`src/rtl/multiport_reg_file.sv`:
```
// Parametrised multi-port register file with a per-register busy scoreboard.
// Optional same-cycle write-to-read forwarding is enabled by defining MULTIPORT_RF_BYPASS_EN.
module multiport_reg_file #(
  parameter int unsigned DW    = 32,
  parameter int unsigned NREGS = 32,
  parameter int unsigned NRD   = 2,
  parameter int unsigned NWR   = 1,
  parameter int unsigned AW    = $clog2(NREGS)
) (
  input  logic                CLK,
  input  logic                RST,
  input  logic [NWR-1:0]      wen,
  input  logic [NWR*AW-1:0]   wsel,
  input  logic [NWR*DW-1:0]   wdat,
  input  logic [NRD*AW-1:0]   rsel,
  output logic [NRD*DW-1:0]   rdat,
  output logic [NRD-1:0]      rbusy,
  input  logic                rsv_en,
  input  logic [AW-1:0]       rsv_sel,
  output logic [NREGS-1:0]    busy_vec
);

  logic [DW-1:0]    regs   [NREGS];
  logic [NREGS-1:0] busy;
  logic [NREGS-1:0] wr_hit;
  logic [DW-1:0]    wr_val [NREGS];

  // Resolve write ports per register; later (higher-numbered) ports override earlier ones.
  always_comb begin
    wr_hit = '0;
    for (int r = 0; r < NREGS; r++) wr_val[r] = '0;
    for (int i = 0; i < NWR; i++) begin
      if (wen[i] && (wsel[i*AW +: AW] != '0)) begin
        wr_hit[wsel[i*AW +: AW]] = 1'b1;
        wr_val[wsel[i*AW +: AW]] = wdat[i*DW +: DW];
      end
    end
  end

  // Register 0 is only ever touched by reset, so it stays zero and never busy.
  always_ff @(posedge CLK or posedge RST) begin
    if (RST) begin
      for (int r = 0; r < NREGS; r++) regs[r] <= '0;
      busy <= '0;
    end else begin
      for (int r = 1; r < NREGS; r++) begin
        if (wr_hit[r]) regs[r] <= wr_val[r];
        // A reservation is a newer producer than any write landing this cycle.
        if (rsv_en && (rsv_sel == AW'(r))) busy[r] <= 1'b1;
        else if (wr_hit[r])                 busy[r] <= 1'b0;
      end
    end
  end

  assign busy_vec = busy;

  // Combinational read ports.
  always_comb begin
    rdat  = '0;
    rbusy = '0;
    for (int j = 0; j < NRD; j++) begin
      rdat[j*DW +: DW] = regs[rsel[j*AW +: AW]];
      rbusy[j]         = busy[rsel[j*AW +: AW]];
`ifdef MULTIPORT_RF_BYPASS_EN
      for (int i = 0; i < NWR; i++) begin
        if (wen[i] && (wsel[i*AW +: AW] != '0) && (wsel[i*AW +: AW] == rsel[j*AW +: AW])) begin
          rdat[j*DW +: DW] = wdat[i*DW +: DW];
          rbusy[j]         = rsv_en && (rsv_sel == rsel[j*AW +: AW]);
        end
      end
`endif
    end
  end

endmodule

```
`config.mk`:
```
export PLATFORM = sky130hd
export DESIGN_NAME = multiport_reg_file
export DESIGN_NICKNAME = d
export VERILOG_FILES = /design/src/rtl/multiport_reg_file.sv
export SDC_FILE = /design/constraint.sdc
export NUM_CORES = 2
export LEC_CHECK = 0
export CAP_MARGIN = 15
export CORE_ASPECT_RATIO = 0.75
export CORE_MARGIN = 4
export CORE_UTILIZATION = 60
export CTS_CLUSTER_SIZE = 24
export DETAILED_ROUTE_END_ITERATION = 6
export PLACE_DENSITY_LB_ADDON = 0.3
export SYNTH_ARGS = -nofsm -noshare
export SYNTH_HDL_FRONTEND = slang
export SYNTH_SLANG_ARGS = --single-unit
```
`constraint.sdc`:
```
create_clock -name CLK -period 79.3 [get_ports CLK]
set_input_delay 7.93 -clock CLK [delete_from_list [all_inputs] [get_ports CLK]]
set_output_delay 7.93 -clock CLK [all_outputs]
set_load 0.1 [all_outputs]
```
== Word level (Yosys, flattened, before mapping) ==
Index checks and enable logic that the tools add are counted.

* Flip-flop bits (word level): 1,023
* Output and inout port bits: 98
* Logic and storage cells: 249

* Magnitude comparators: 8
* Eq/ne operators: 31
* Mux-type cells: 78
* Bitwise logic cells: 4
* Reduce and logical (&&, ||, !) cells: 66

{| class="wikitable"
|+ Operator list
! cell !! count
|-
| bitwise AND 992 bit || 1
|-
| two-way mux 992 bit || 1
|-
| binary-select mux 32 bit (select 5 bit) || 2
|-
| two-way mux 32 bit || 6
|-
| demux 32 bit (select 5 bit) || 1
|-
| == test 5 bit (second input constant) || 16
|-
| two-way mux 1 bit || 65
|-
| nonzero test 2 bit || 31
|-
| == test 5 x 4 -> 1 bit (second input constant) || 8
|-
| logical AND 1 bit || 34
|-
| == test 5 x 3 -> 1 bit (second input constant) || 4
|-
| >= comparator 6 bit (second input constant) || 3
|-
| less-than comparator 5 x 6 -> 1 bit (second input constant) || 3
|-
| inverter 5 -> 6 bit || 3
|-
| binary-select mux 1 bit (select 5 bit) || 2
|-
| == test 5 x 2 -> 1 bit (second input constant) || 2
|-
| less-than comparator 6 x 1 -> 1 bit (second input constant) || 1
|-
| demux 1 bit (select 5 bit) || 1
|-
| == test 5 x 1 -> 1 bit (second input constant) || 1
|-
| >= comparator 5 x 1 -> 1 bit (second input constant) || 1
|-
| nonzero test 5 bit || 1
|}

== Longest topological paths before layout ==
* Depth after elaboration: 7
* Depth in mapped cells: 8

== Worst setup path before layout ==
Ideal clock, no wire load.

* Path type: input to output
* Start point: in rsel[0]
* End point: out rdat[10]
* Arrival: 11.292 ns
* Required time: 71.370 ns
* Setup slack: 60.078 ns
* Stages on the path: 8
* Path buffers: 5
* Path through: buf_2 -> buf_6 -> buf_4 -> buf_2 -> buf_2 -> a22o_1 -> a211oi_1 -> o31ai_1

* Word-level cells in the longest chain between the ends: 4

{| class="wikitable"
|+ RTL lines
! element !! line !! RTL
|-
| from (decl) || 15 || <nowiki>input logic [NRD*AW-1:0] rsel,</nowiki>
|-
| inverter 5 -> 6 bit (implied by the code) || 62 || <nowiki>rdat[j*DW +: DW] = regs[rsel[j*AW +: AW]];</nowiki>
|-
| binary-select mux 32 bit (select 5 bit) || 62 ||
|-
| two-way mux 32 bit (implied by the code) (2 in a row) || 62 ||
|-
| to (decl) || 16 || <nowiki>output logic [NRD*DW-1:0] rdat,</nowiki>
|}

No other way between the ends. The select of a mux whose other input is x is not followed.

== Final worst setup path ==
* Start point: in rsel[1]
* End point: out rdat[24]

The elaborated chain is that of the path after synthesis.

==> results summary <==
The leakage power summed over all cells came out at 26.1 nW. The number of warnings printed during yosys synthesis is 33. The total of endpoints with negative setup slack in the final report is 0. The number of nets handed over by synthesis was 3833. Using the TritonRoute via totals, the vias-per-cell ratio works out to 7.39. In this run the core area contains 95 standard-cell rows. 154 I/O pins were placed.

The cell repeated most along the worst path is sky130_fd_sc_hd__buf_4. The critical path data required time came out at 71.37 ns. The share of the clock period used by the worst path came out at 25.8%.

In this design, the stage delay of the slowest critical-path cell is 1.30 ns. The number of enable-type register cells in the synthesized netlist is 0. The die covers 96400 um^2. The signal on the critical path passes through buf_8 -> buf_4 -> buf_4 -> mux4_2 -> nand2_1 -> and3_1 -> o31ai_1 -> clkdlybuf4s50_1. At the worst endpoint, the arrival time is 12.51 ns. The initial utilization of the core area, before any placement, comes to 60.9%. The remaining max-slew budget at the tightest pin is 9.27%.

The count of cell types in the netlist came out at 36. At the end of the flow the core is filled with cells to 67.3%. The tightest hold path in the finished design has a slack of 0.516 ns.

The average cell area after synthesis came out at 14.5 um^2. The highest-delay cell along the critical path is sky130_fd_sc_hd__clkdlybuf4s50_1. The number of H-tree levels is 3. The final weighted congestion in routability-driven placement is 0.892.

The run finished with clean final reports. The class of the tightest hold or removal check is register to register. sky130_fd_sc_hd__mux2_2 is the most common cell in the netlist. The post-synth design cell area is 54800 um^2. The cell count after synthesis came out at 3777. The buffers plus inverters on the worst setup path is 4. The logic depth of the worst register-to-register path came out at 2. The worst hold path stage count is 1.

The post-CTS setup-driven buffer insertion count is 0. The number of clock sinks is 1023. The die is 357 um wide. Timing would allow up to 0.0489 GHz.

The DRC violations left is 0. The clock root buffer is sky130_fd_sc_hd__clkbuf_16. The final instance area came out at 60700 um^2. The global-route total usage across every layer came out at 35.1%. The clock transition at the registers of the reported paths is 0.06 ns.

The transition at the pin with the smallest max-transition slack is 1.35 ns. Broken down by cell family, the worst path's largest delay share belongs to buffers and inverters. The power density relative to cell area came out at 27.0 nW/um^2.

The placed instances occupy a cell area of 56900 um^2. The post-cts resize count came out at 0. Yosys attributes the largest share of cell area to sky130_fd_sc_hd__dfrtp_1 (47%), sky130_fd_sc_hd__mux2_2 (22%), sky130_fd_sc_hd__mux4_2 (16%). The total vias in the final route is 37058. The endpoint identified for the worst register-to-register timing path is busy_vec[30]. After the last flow step, the layout net total stands at 3763.

The number of inserted filler cells in the final layout is 6208. The count of maximum capacitance violations is 0. The number of hold buffers added after CTS was 0. Port buffering added 152 buffers. The clock latency of the later-clocked register in the worst-skew pair is 0.67 ns. The pin count of the biggest net entering global routing is 127. Summed over all layers, the global routing overflow is 0. The share of flip-flops with an asynchronous set or reset came out at 100%.

The worst reg-to-reg setup slack came out at 78.44 ns. Along the worst path, the maximum fanout reaches 58. The number of nets with antenna violations after routing is 0.

The worst setup path is launched from an input port. The routed wirelength normalized by instance count is 33.8 um. The number of antenna violations at the first check in global routing came to 17.

TritonCTS built the clock tree. The dominant register cell in the synthesized netlist is sky130_fd_sc_hd__dfrtp_1. The layout cell share with drive strength beyond 1 came out at 46.7%.

The max-slew violation count is 0. The startpoint of the tightest hold check path is regs[364]. The most area-hungry cell type in the Yosys netlist is sky130_fd_sc_hd__dfrtp_1. The first global-routing pass estimated 251000 um of wire. The sequential standard cell area came out at 25600 um^2. The total CTS buffers is 100. The share of the synthesized area in the top cell type is 46.7%. Clock skew on the completed layout was measured at 0 ns. The height of the die is 270 um.

Setup total negative slack on the finished layout was measured at 0 ns. The portion of the post-synthesis area used by sequential elements came out at 46.7%. IR analysis of the VDD net gives a maximum drop of 25.2 uV.

The number of failing hold endpoints at the final stage came out at 0. The placed wire-length estimate is 98400 um. Counting flops and latches in the post-synthesis netlist gives 1023. The maximum number of buffers from clock root to sink is 3. The worst path in the final design needs a cycle of 20.44 ns, including I/O delays and setup.

The floorplan step defined a core boundary enclosing 90100 um^2. The worst setup path is captured at an output port. The starting DRC count in detailed routing came out at 4987. The worst register-to-register path begins at busy_vec[30]. By startpoint and endpoint, the worst setup path is classified as input port to output port. The footprint of the multi-input gates came out at 27600 um^2. The layout-stage area growth over the synthesis result came out at 10.6%.

The total power consumption of the routed design came out at 1.64 mW. The via count of the first global-routing pass came out at 37029. In the synthesized netlist, the cells that appear most often are sky130_fd_sc_hd__mux2_2 (1050), sky130_fd_sc_hd__dfrtp_1 (1023), sky130_fd_sc_hd__mux4_2 (396), sky130_fd_sc_hd__a22o_1 (209), sky130_fd_sc_hd__clkbuf_1 (202). For hold timing, the worst endpoint is regs[364].

The iteration count of the initial detailed-routing pass came out at 6. Setup repair after global routing left no endpoint under its margin. The total wirelength of the detailed-routed design is 170000 um.
metal layers:
| layer | GRT usage, % | vias up | wire length [um] |
|---|---|---|---|
| met3 | 11.0 | 459 | 20600 |
| met5 | 0 | - | 34 |
| met1 | 50.0 | 19640 | 66700 |
| met4 | 14.2 | 6 | 7380 |
| li1 | - | 14520 | - |
| met2 | 50.7 | 2433 | 74800 |
state kept, by name (all words and copies together) (netlist names):
name,count
busy_vec,31
regs,992
how the worst max path moves through the flow:
| stage | startpoint | slack (ns) | cells after the start | end |
|---|---|---|---|---|
| after global routing | rsel[5] | 58.69 | 8 | rdat[47] |
| after floorplan | RST | 42.58 | 1 | busy_vec[10] |
| after global placement | rsel[1] | 58.89 | 8 | rdat[24] |
| final | rsel[1] | 58.86 | 8 | rdat[24] |
| after detailed placement | rsel[0] | 58.93 | 8 | rdat[7] |
| after CTS | rsel[0] | 58.92 | 8 | rdat[7] |
layout make-up:
class / instances / area share, %
clock inverters: 43 / 1.04
clock buffers: 143 / 4.94
diodes: 13 / 0.0536
inverters: 3 / 0.0330
well taps: 1212 / 2.50
multi-input cells: 2339 / 45.5
repair buffers: 240 / 3.78
flip-flops and latches: 1023 / 42.2
cells by family (layout without fill, tap and decap cells):
family                 Yosys count  count (layout)  synth area share [%]
and+or+nand+nor                210             210                  1.99
buffers and inverters          415             429                  3.44
other                            1              14               0.00684
DFF                           1023            1023                  46.7
muxes                         1619            1619                  41.0
AOI/OAI and AO/OA              509             509                  6.88
power by group:
group / internal (mW) / leakage (nW) / switching (mW) / total [mW]
combinational: 0.202 / 11.3 / 0.206 / 0.408
sequential: 0.625 / 13.1 / 0.0828 / 0.708
clock: 0.312 / 1.80 / 0.214 / 0.525
total: 1.14 / 26.1 / 0.502 / 1.64
stage by stage:
stage	cells	setup slack, ns
2_1_floorplan	3777	42.58
3_3_place_gp	4812	58.89
3_5_place_dp	4812	58.93
4_1_cts	4998	58.92
5_1_grt	5011	58.69
6_report	5016	58.86
placed cells by master (no fill, tap or decap), drive strengths merged, types with 86 or more instances in the layout:
cell type and n:
o21ai 94, a22o 209, mux4 396, clkdlybuf4s50 141
mux2 1058, clkbuf 144, nand2 86, buf 98
dfrtp 1023, mux2i 165
(Power assumes the default switching activity.)
